--- src/rtl/pwm_multicanal.sv ---
// Multi-channel PWM generator. All channels share one counter and period.
// Each channel has a double-buffered threshold and polarity, and the new values take effect when the counter wraps.
module pwm_multicanal #(
    parameter int WIDTH = 12,
    parameter int N_CH  = 4
) (
    input  logic                    clock,
    input  logic                    reset,
    input  logic                    i_enable,
    input  logic [WIDTH-1:0]        i_period,
    input  logic                    i_load,
    input  logic [$clog2(N_CH)-1:0] i_ch_sel,
    input  logic [WIDTH-1:0]        i_umbral,
    input  logic [N_CH-1:0]         i_polarity,
    output logic [N_CH-1:0]         o_out,
    output logic [WIDTH-1:0]        o_count,
    output logic                    o_period_end
);

    localparam int SEL_W = $clog2(N_CH);
    localparam logic [SEL_W:0] N_CH_L = (SEL_W + 1)'(N_CH);

    logic [WIDTH-1:0] per_act;
    logic [N_CH-1:0]  pol_act;
    logic [WIDTH-1:0] thr_sh  [N_CH];
    logic [WIDTH-1:0] thr_act [N_CH];

    logic             wrap;
    logic             load_ok;
    logic [WIDTH-1:0] count_nxt;
    logic [N_CH-1:0]  out_nxt;

    function automatic logic pwm_level(input logic [WIDTH-1:0] k,
                                       input logic [WIDTH-1:0] thr,
                                       input logic             pol);
        return (k >= thr) ^ pol;
    endfunction

    assign wrap      = i_enable && (o_count == per_act);
    assign load_ok   = i_load && ({1'b0, i_ch_sel} < N_CH_L);
    assign count_nxt = wrap ? '0 : o_count + 1'b1;

    // On a wrap the output for count 0 must already use the incoming configuration.
    always_comb begin
        out_nxt = '0;
        for (int c = 0; c < N_CH; c++) begin
            if (wrap)
                out_nxt[c] = pwm_level(count_nxt, thr_sh[c], i_polarity[c]);
            else
                out_nxt[c] = pwm_level(count_nxt, thr_act[c], pol_act[c]);
        end
    end

    always_ff @(posedge clock) begin
        if (reset) begin
            o_count      <= '0;
            o_period_end <= 1'b0;
            o_out        <= '0;
            per_act      <= '1;
            pol_act      <= '0;
            for (int c = 0; c < N_CH; c++) begin
                thr_sh[c]  <= '1;
                thr_act[c] <= '1;
            end
        end else begin
            o_period_end <= wrap;
            // The shadow write is ignored by the same-edge copy to thr_act.
            if (load_ok)
                thr_sh[i_ch_sel] <= i_umbral;
            if (i_enable) begin
                o_count <= count_nxt;
                o_out   <= out_nxt;
                if (wrap) begin
                    per_act <= i_period;
                    pol_act <= i_polarity;
                    for (int c = 0; c < N_CH; c++)
                        thr_act[c] <= thr_sh[c];
                end
            end
        end
    end

endmodule

--- config.mk ---
export PLATFORM = sky130hd
export DESIGN_NAME = pwm_multicanal
export DESIGN_NICKNAME = d
export VERILOG_FILES = /design/src/rtl/pwm_multicanal.sv
export SDC_FILE = /design/constraint.sdc
export NUM_CORES = 1
export LEC_CHECK = 0
export BUFFER_PORTS_ARGS = -buffer_cell sky130_fd_sc_hd__buf_2
export CORE_MARGIN = 2
export CORE_UTILIZATION = 54
export CTS_CLUSTER_DIAMETER = 150
export DETAILED_ROUTE_END_ITERATION = 8
export PLACE_DENSITY = 0.72
export SLEW_MARGIN = 20
export SYNTH_ARGS = -nofsm -noshare
export SYNTH_HDL_FRONTEND = slang
export SYNTH_SLANG_ARGS = --single-unit
--- constraint.sdc ---
create_clock -name clock -period 10 [get_ports clock]
set_input_delay 1 -clock clock [delete_from_list [all_inputs] [get_ports clock]]
set_output_delay 1 -clock clock [all_outputs]
set_load 0.02 [all_outputs]
==> flow_metrics.py, run 1 <==
metrics = {
    "outcome": {
        "status": "completed",
    },
    "setup_path": {
        "r2r_cells": 15,
        "r2r_slack_ns": 5.28,
        "crit_type": "flip-flop to flip-flop",
        "cp_cell_sequence": "xor2_1 > nor4_1 > nand3_1 > nor3_4 > buf_4 > nor2_1 > inv_1 > ha_1 > nand2b_1 > a21o_1 > a211oi_1 > nor4_1 > nor4_1 > xor2_1 > a221oi_2",
        "rr_endpoint": "o_out[3]$_SDFFE_PP0P_",
        "critical_path.most_common_cell": "nor4_1",
        "startpoint_type": "flip-flop",
        "worstReg2RegStart": "o_count[8]$_SDFFE_PP0P_",
        "crit_path_max_incr_delay_ns": 0.61,
        "cp-end-kind": "flip-flop",
        "cp_max_fo": 40,
        "cp.arrival_ns": 5.05,
        "required_ns": 10.34,
        "cp_slowest_cell": "nor4_1",
    },
    "power": {
        "cellLeakagePower_nw": 3.95,
        "ir_worst_vdd_v": 0.000128,
        "pwr_density_cell_nw_per_um2": 147,
    },
    "synth": {
        "syn_nets": 845,
        "synth_area_um2": 7520,
        "ys_top_cells_by_area": "edfxtp_1, ha_1, dfxtp_1, nand2b_1, inv_1",
        "synth_edf_count": 96,
        "synth_ff_type": "edfxtp_1",
        "yosys_register_bits": 129,
        "syn_area_per_cell_um2": 10.5,
        "ys_warn_count": 0,
        "synth_top_area_frac": 0.383,
        "yosysSeqAreaShare": 0.471,
        "ys_types": 43,
        "syn_inst": 714,
        "async_reset_ff_frac": 0,
        "synth_top_cell_by_area": "edfxtp_1",
    },
    "global_route": {
        "grt_start_max_net_pins": 50,
        "grt_pass1_wl_mm": 25.7,
        "grt_pass1_vias": 5308,
        "antenna_found_initial": 0,
        "grt.total_usage": 0.227,
        "grt_overflow_total": 0,
    },
    "placed_design": {
        "dpl_cell_area_um2": 7930,
        "dpl.hpwl_mm": 11.8,
        "gp_congestion": 0.887,
        "port-buffer-count": 50,
    },
    "clock_tree": {
        "worst_skew_pair.late_latency_ns": 0.42,
        "cts.sinks": 129,
        "cts.htree.levels": 4,
        "cts_tree": "built",
        "cts-buffers-inserted": 17,
        "cts-resized-gates": 0,
        "clk_pin_slew_ns": 0.06,
        "cts.path.max_buffers": 2,
        "cts_setup_buffers": 0,
        "cts_hold_buf": 0,
        "clock-root-buffer": "clkbuf_16",
    },
    "worst_hold_path": {
        "whs_endpoint": "pol_act[2]$_SDFFE_PP0P_",
        "min_path_type": "flip-flop to flip-flop",
        "holdPathStages": 2,
        "hp-start": "pol_act[2]$_SDFFE_PP0P_",
    },
    "sta": {
        "slew_violations": 0,
        "period_needed_ns": 4.72,
        "setup_violations": 0,
        "fin_crit_sh": 0.472,
        "worstMarginPinSlew_ns": 0.841,
        "hold_ws_ns": 0.522,
        "fmax_ghz": 0.212,
        "rsz0062_at_grt": "false",
        "max-slew-margin-rel": 0.437,
        "fin_setup_tns_ns": 0,
        "clock_skew_ns": 0.0103,
        "hold_viol": 0,
    },
    "final_layout": {
        "layout_common_cells": "ha_1, edfxtp_1, inv_1",
        "diodes": 0,
        "area_growth_pct": 12.2,
        "final_area_um2": 8440,
        "multi_input_area_um2": 3510,
        "drive_gt1_frac": 0.117,
        "layout.nets": 896,
        "nFillCells": 1102,
        "mostFrequentLayoutCell": "ha_1",
        "final_util": 0.616,
        "regArea_um2": 3540,
    },
    "floorplan": {
        "io_pins": 51,
        "dieArea_um2": 14900,
        "initial_core_util": 0.548,
        "core-area_um2": 13700,
        "die_w_um": 122,
        "die-height_um": 122,
        "rows": 43,
    },
    "route": {
        "vias": 5237,
        "antenna_left": 0,
        "wirelength_mm": 16.0,
        "drc": 0,
        "drtPass1Iterations": 5,
        "wl_per_cell_um": 16.7,
        "drtIter0Drc": 346,
        "viasPerCell": 5.47,
    },
    "run": {
        "max-cap-violations": 0,
    },
}
through the flow:
stage | setup WS (ns) | instances | total power [mW]
after CTS | 5.35 | 958 | 1.25
after floorplan | 6.23 | 714 | 0.663
after global routing | 5.06 | 958 | 1.28
final | 5.28 | 958 | 1.24
after detailed placement | 4.96 | 926 | 0.698
after global placement | 5.07 | 925 | 0.692
report_power, final:
| part | total (mW) | switching (mW) | internal [mW] |
|---|---|---|---|
| logic | 0.0887 | 0.0560 | 0.0327 |
| registers | 0.599 | 0.00682 | 0.592 |
| clock network | 0.551 | 0.215 | 0.336 |
sequential cells by signal (all words and copies together), names as in the netlist:
signal        count
o_count          12
o_out             4
o_period_end      1
per_act          12
thr_sh           48
thr_act          48
pol_act           4
worst max-delay path, delay by kind of cell (launching register included):
family	cells	cell delay [ns]
XOR/XNOR	2	0.27
adder cells (fa/ha/maj)	1	0.29
AO/OA/AOI/OAI	3	0.73
AND/OR/NAND/NOR	7	2.06
buffers and inverters	2	0.78
flip-flops	1	0.48
metal layers:
layer | routed length (um) | global-route usage
met5 | 0 | 0
met4 | 380 | 0.0941
met3 | 744 | 0.0506
met1 | 7240 | 0.286
met2 | 7670 | 0.378
how the worst max path moves through the flow:
stage	startpoint	to	slack [ns]	depth (start not counted)
6_report	o_count[8]$_SDFFE_PP0P_	o_out[3]$_SDFFE_PP0P_	5.28	15
4_1_cts	o_count[8]$_SDFFE_PP0P_	o_out[3]$_SDFFE_PP0P_	5.35	15
3_3_place_gp	i_enable	o_out[3]$_SDFFE_PP0P_	5.07	14
5_1_grt	o_count[8]$_SDFFE_PP0P_	o_out[3]$_SDFFE_PP0P_	5.06	15
2_1_floorplan	i_enable	o_out[2]$_SDFFE_PP0P_	6.23	14
3_5_place_dp	i_enable	o_out[3]$_SDFFE_PP0P_	4.96	14
synth_stat cells, drive strengths merged (5+ instances only):
master / n
ha: 97
edfxtp: 96
inv: 92
nand2: 59
nand2b: 58
nor2: 38
dfxtp: 33
xnor2: 24
a21oi: 22
o21ai: 21
a21o: 20
nor2b: 20
buf: 14
a211o: 13
a211oi: 13
nand4: 13
clkbuf: 10
and3: 7
mux2i: 6
nand3: 6
nand3b: 6
nor3: 6
xor2: 6
nor4: 5
cell type report:
type | instances | area share
Sequential cell | 129 | 0.420
Multi-Input combinational cell | 469 | 0.415
Clock buffer | 23 | 0.0530
Inverter | 92 | 0.0409
Timing Repair Buffer | 56 | 0.0364
Tap cell | 180 | 0.0267
Clock inverter | 9 | 0.00785
cell families after synthesis:
group	after synthesis	share of synthesized area
xor+xnor	30	0.0349
mux	6	0.00798
fa+ha+maj	97	0.161
compound gates	111	0.103
simple gates	225	0.157
buf+inv	116	0.0647
flops	129	0.471
(Power assumes the default switching activity.)
==> run 2: changes to the inputs <==
--- a/config.mk
+++ b/config.mk
@@ -5,6 +5,7 @@
 export SDC_FILE = /design/constraint.sdc
 export NUM_CORES = 1
 export LEC_CHECK = 0
+export ABC_AREA = 1
 export BUFFER_PORTS_ARGS = -buffer_cell sky130_fd_sc_hd__buf_2
 export CORE_MARGIN = 2
 export CORE_UTILIZATION = 54
==> constraint.sdc (replaced) <==
create_clock -name clock -period 4.6 [get_ports clock]
set_input_delay 0.46 -clock clock [delete_from_list [all_inputs] [get_ports clock]]
set_output_delay 0.46 -clock clock [all_outputs]
set_load 0.02 [all_outputs]
==> run 2 against run 1 <==
Net effect: critical path depth increased by 4; final area up 5.1%; global-route usage up 1.0 points; critical endpoint unchanged.
==> flow_metrics.py, run 2 <==
metrics = {
    "outcome": {
        "status": "completed",
    },
    "synth": {
        "syn_inst": 976,
        "synth_area_um2": 7850,
        "synthAdderAreaFrac": 0.155,
        "synth_top_area_frac": 0.367,
        "ys_warn_count": 0,
        "ys_types": 28,
        "async_reset_ff_frac": 0,
        "yosys_register_bits": 129,
        "synth_ff_type": "edfxtp_1",
        "ys_top_cells_by_area": "edfxtp_1, ha_1, nand2_1, inv_1, dfxtp_1",
        "synth_xor_area_frac": 0.00112,
        "synth_top_cell_by_area": "edfxtp_1",
        "syn_nets": 1107,
        "yosys.cell_count.top_type": "nand2_1",
        "synth_mux_area_frac": 0,
        "yosysSeqAreaShare": 0.451,
        "synthSimpleGateAreaFrac": 0.217,
        "synth_top_family_by_area": "simple AND/OR/NAND/NOR gates",
        "synth_compound_area_frac": 0.0542,
        "syn_area_per_cell_um2": 8.05,
        "synth_edf_count": 96,
        "synthTopCellsByCount": "nand2_1, inv_1, ha_1, edfxtp_1, nor2_1",
    },
    "sta": {
        "hold_viol": 0,
        "clock_skew_ns": 0.00903,
        "setup_violations": 0,
        "slew_violations": 0,
        "rsz0062_at_grt": "false",
        "max-slew-margin-rel": 0.326,
        "fin_setup_tns_ns": 0,
        "worst_slack_ns": 1.37,
        "fin_crit_sh": 0.703,
        "worstMarginPinSlew_ns": 1.01,
        "fmax_ghz": 0.309,
        "period_needed_ns": 3.23,
    },
    "clock_tree": {
        "cts.sinks": 129,
        "cts-resized-gates": 0,
        "clk_pin_slew_ns": 0.06,
        "worst_skew_pair.late_latency_ns": 0.43,
        "cts_hold_buf": 0,
        "cts_tree": "built",
        "cts.htree.levels": 4,
        "cts_setup_buffers": 0,
        "clock-root-buffer": "clkbuf_16",
        "cts-buffers-inserted": 17,
        "cts.path.max_buffers": 2,
    },
    "final_layout": {
        "drive_gt1_frac": 0.0890,
        "area_growth_pct": 13.0,
        "top_regs": "thr_act: 48 flops, thr_sh: 48 flops",
        "mostFrequentLayoutCell": "nand2_1",
        "layout.nets": 1164,
        "diodes": 0,
        "layout_common_cells": "nand2_1, inv_1, ha_1",
    },
    "setup_path": {
        "cp_max_fo": 16,
        "cp-end-kind": "flip-flop",
        "required_ns": 4.92,
        "crit_type": "flip-flop to flip-flop",
        "cp.arrival_ns": 3.56,
        "startpoint_type": "flip-flop",
    },
    "global_route": {
        "grt_pass1_vias": 5951,
        "antenna_found_initial": 0,
        "grt_start_max_net_pins": 46,
        "grt_pass1_wl_mm": 29.0,
        "grt_overflow_total": 0,
        "grt.total_usage": 0.237,
    },
    "worst_hold_path": {
        "min_path_type": "input port to flip-flop",
    },
    "route": {
        "wl_met3_um": 827,
        "topRoutingLayerUsed": "met4",
        "viasPerCell": 4.96,
        "vias": 6096,
        "wl_met2_mm": 7.88,
        "wl_per_cell_um": 14.0,
        "drtPass1Iterations": 7,
        "wirelength_mm": 17.2,
        "drtIter0Drc": 443,
        "drc": 0,
        "drt-met1-wl_mm": 8.01,
        "antenna_left": 0,
    },
    "power": {
        "netSwitchingFraction": 0.264,
        "clkPwrFrac": 0.448,
        "ir_worst_vdd_v": 0.000277,
        "pwr_density_cell_nw_per_um2": 338,
        "power.switching_mw": 0.791,
        "cellLeakagePower_nw": 4.78,
        "internal_power_mw": 2.21,
        "p_seq_frac": 0.438,
        "p_comb_frac": 0.114,
    },
    "floorplan": {
        "die-height_um": 125,
        "die_w_um": 125,
        "initial_core_util": 0.547,
        "rows": 44,
        "core-area_um2": 14400,
        "dieArea_um2": 15500,
        "io_pins": 51,
    },
    "run": {
        "max-cap-violations": 0,
    },
    "placed_design": {
        "gp_congestion": 0.874,
        "dpl.hpwl_mm": 12.9,
        "port-buffer-count": 50,
        "dp_slack_ns": 1.11,
    },
}
==> run 2: cell types whose count changed in the layout (fill, tap and decap cells not counted), moves of 11 or more <==
cell,before,now
a21o_1,20,0
nand2b_1,58,0
nor2b_1,19,0
xnor2_1,24,1
a21oi_1,22,43
nand3_1,6,46
a211o_1,13,0
nand4_1,13,2
a211oi_1,13,0
o22ai_1,1,16
nand2_1,59,308
nor2_1,38,49
inv_1,92,227
==> run 2: routing by layer <==
layer	GRT usage	up-vias
met5	0	-
met4	0.0985	0
met3	0.0408	40
met2	0.382	148
met1	0.318	2726
li1	-	3182
==> run 2: power by group through the flow <==
stage	clock network [mW]	logic [mW]	registers (mW)
6_report	1.34	0.342	1.31
5_1_grt	1.41	0.396	1.32
4_1_cts	1.35	0.345	1.31
3_5_place_dp	0	0.342	1.34
3_3_place_gp	0	0.332	1.33
2_1_floorplan	0	0.222	1.34
==> run 2: final cells by class <==
type | instances | area, um2
Multi-Input combinational cell | 601 | 3360
Tap cell | 184 | 230
Clock buffer | 17 | 425
Timing Repair Buffer | 54 | 293
Clock inverter | 14 | 159
Sequential cell | 129 | 3540
Fill cell | 1247 | 5500
Inverter | 230 | 865
==> run 2: path summary, 6_finish.rpt <==
path	slack, ns	end	cells after the start	startpoint
hold reg to reg	0.49	pol_act[2]$_SDFFE_PP0P_	2	pol_act[2]$_SDFFE_PP0P_
setup / recovery	1.37	o_out[3]$_SDFFE_PP0P_	19	o_count[9]$_SDFFE_PP0P_
setup reg to reg	1.37	o_out[3]$_SDFFE_PP0P_	19	o_count[9]$_SDFFE_PP0P_
hold / removal	0.25	per_act[3]$_SDFFE_PP1P_	3	i_period[3]
==> run 2: per-stage QoR <==
step           total power, mW  std cells  instance area, um2  hold WS (ns)   util
2_1_floorplan             1.56        976                7850         0.461      -
3_3_place_gp              1.67       1198                8290         0.478  0.577
3_5_place_dp              1.68       1198                8290         0.481  0.577
4_1_cts                   3.01       1229                8870         0.242  0.617
5_1_grt                   3.12       1229                8870         0.264  0.617
6_report                  3.00       1229                8870         0.251  0.617
==> run 2: kinds of logic after synthesis <==
group	count (synthesis)
and+or+nand+nor	423
buffers and inverters	246
DFF	129
adders and majority gates	97
AOI/OAI and AO/OA	80
xor gates and xnor gates	1
==> run 2: worst max-delay path: stages (launching register included) <==
cell	delay, ns
dfxtp_1	0.43
inv_1	0.13
nand2_1	0.11
and2_1	0.13
nand3_1	0.09
nor2_1	0.10
nand2_1	0.36
and3_1	0.47
ha_1	0.38
nand2_1	0.07
nor2_1	0.20
inv_1	0.07
nor2_1	0.10
nand2_1	0.08
nand2_1	0.08
nand2_1	0.07
nand3_1	0.07
nand3_1	0.09
nand2_1	0.08
inv_1	0.03
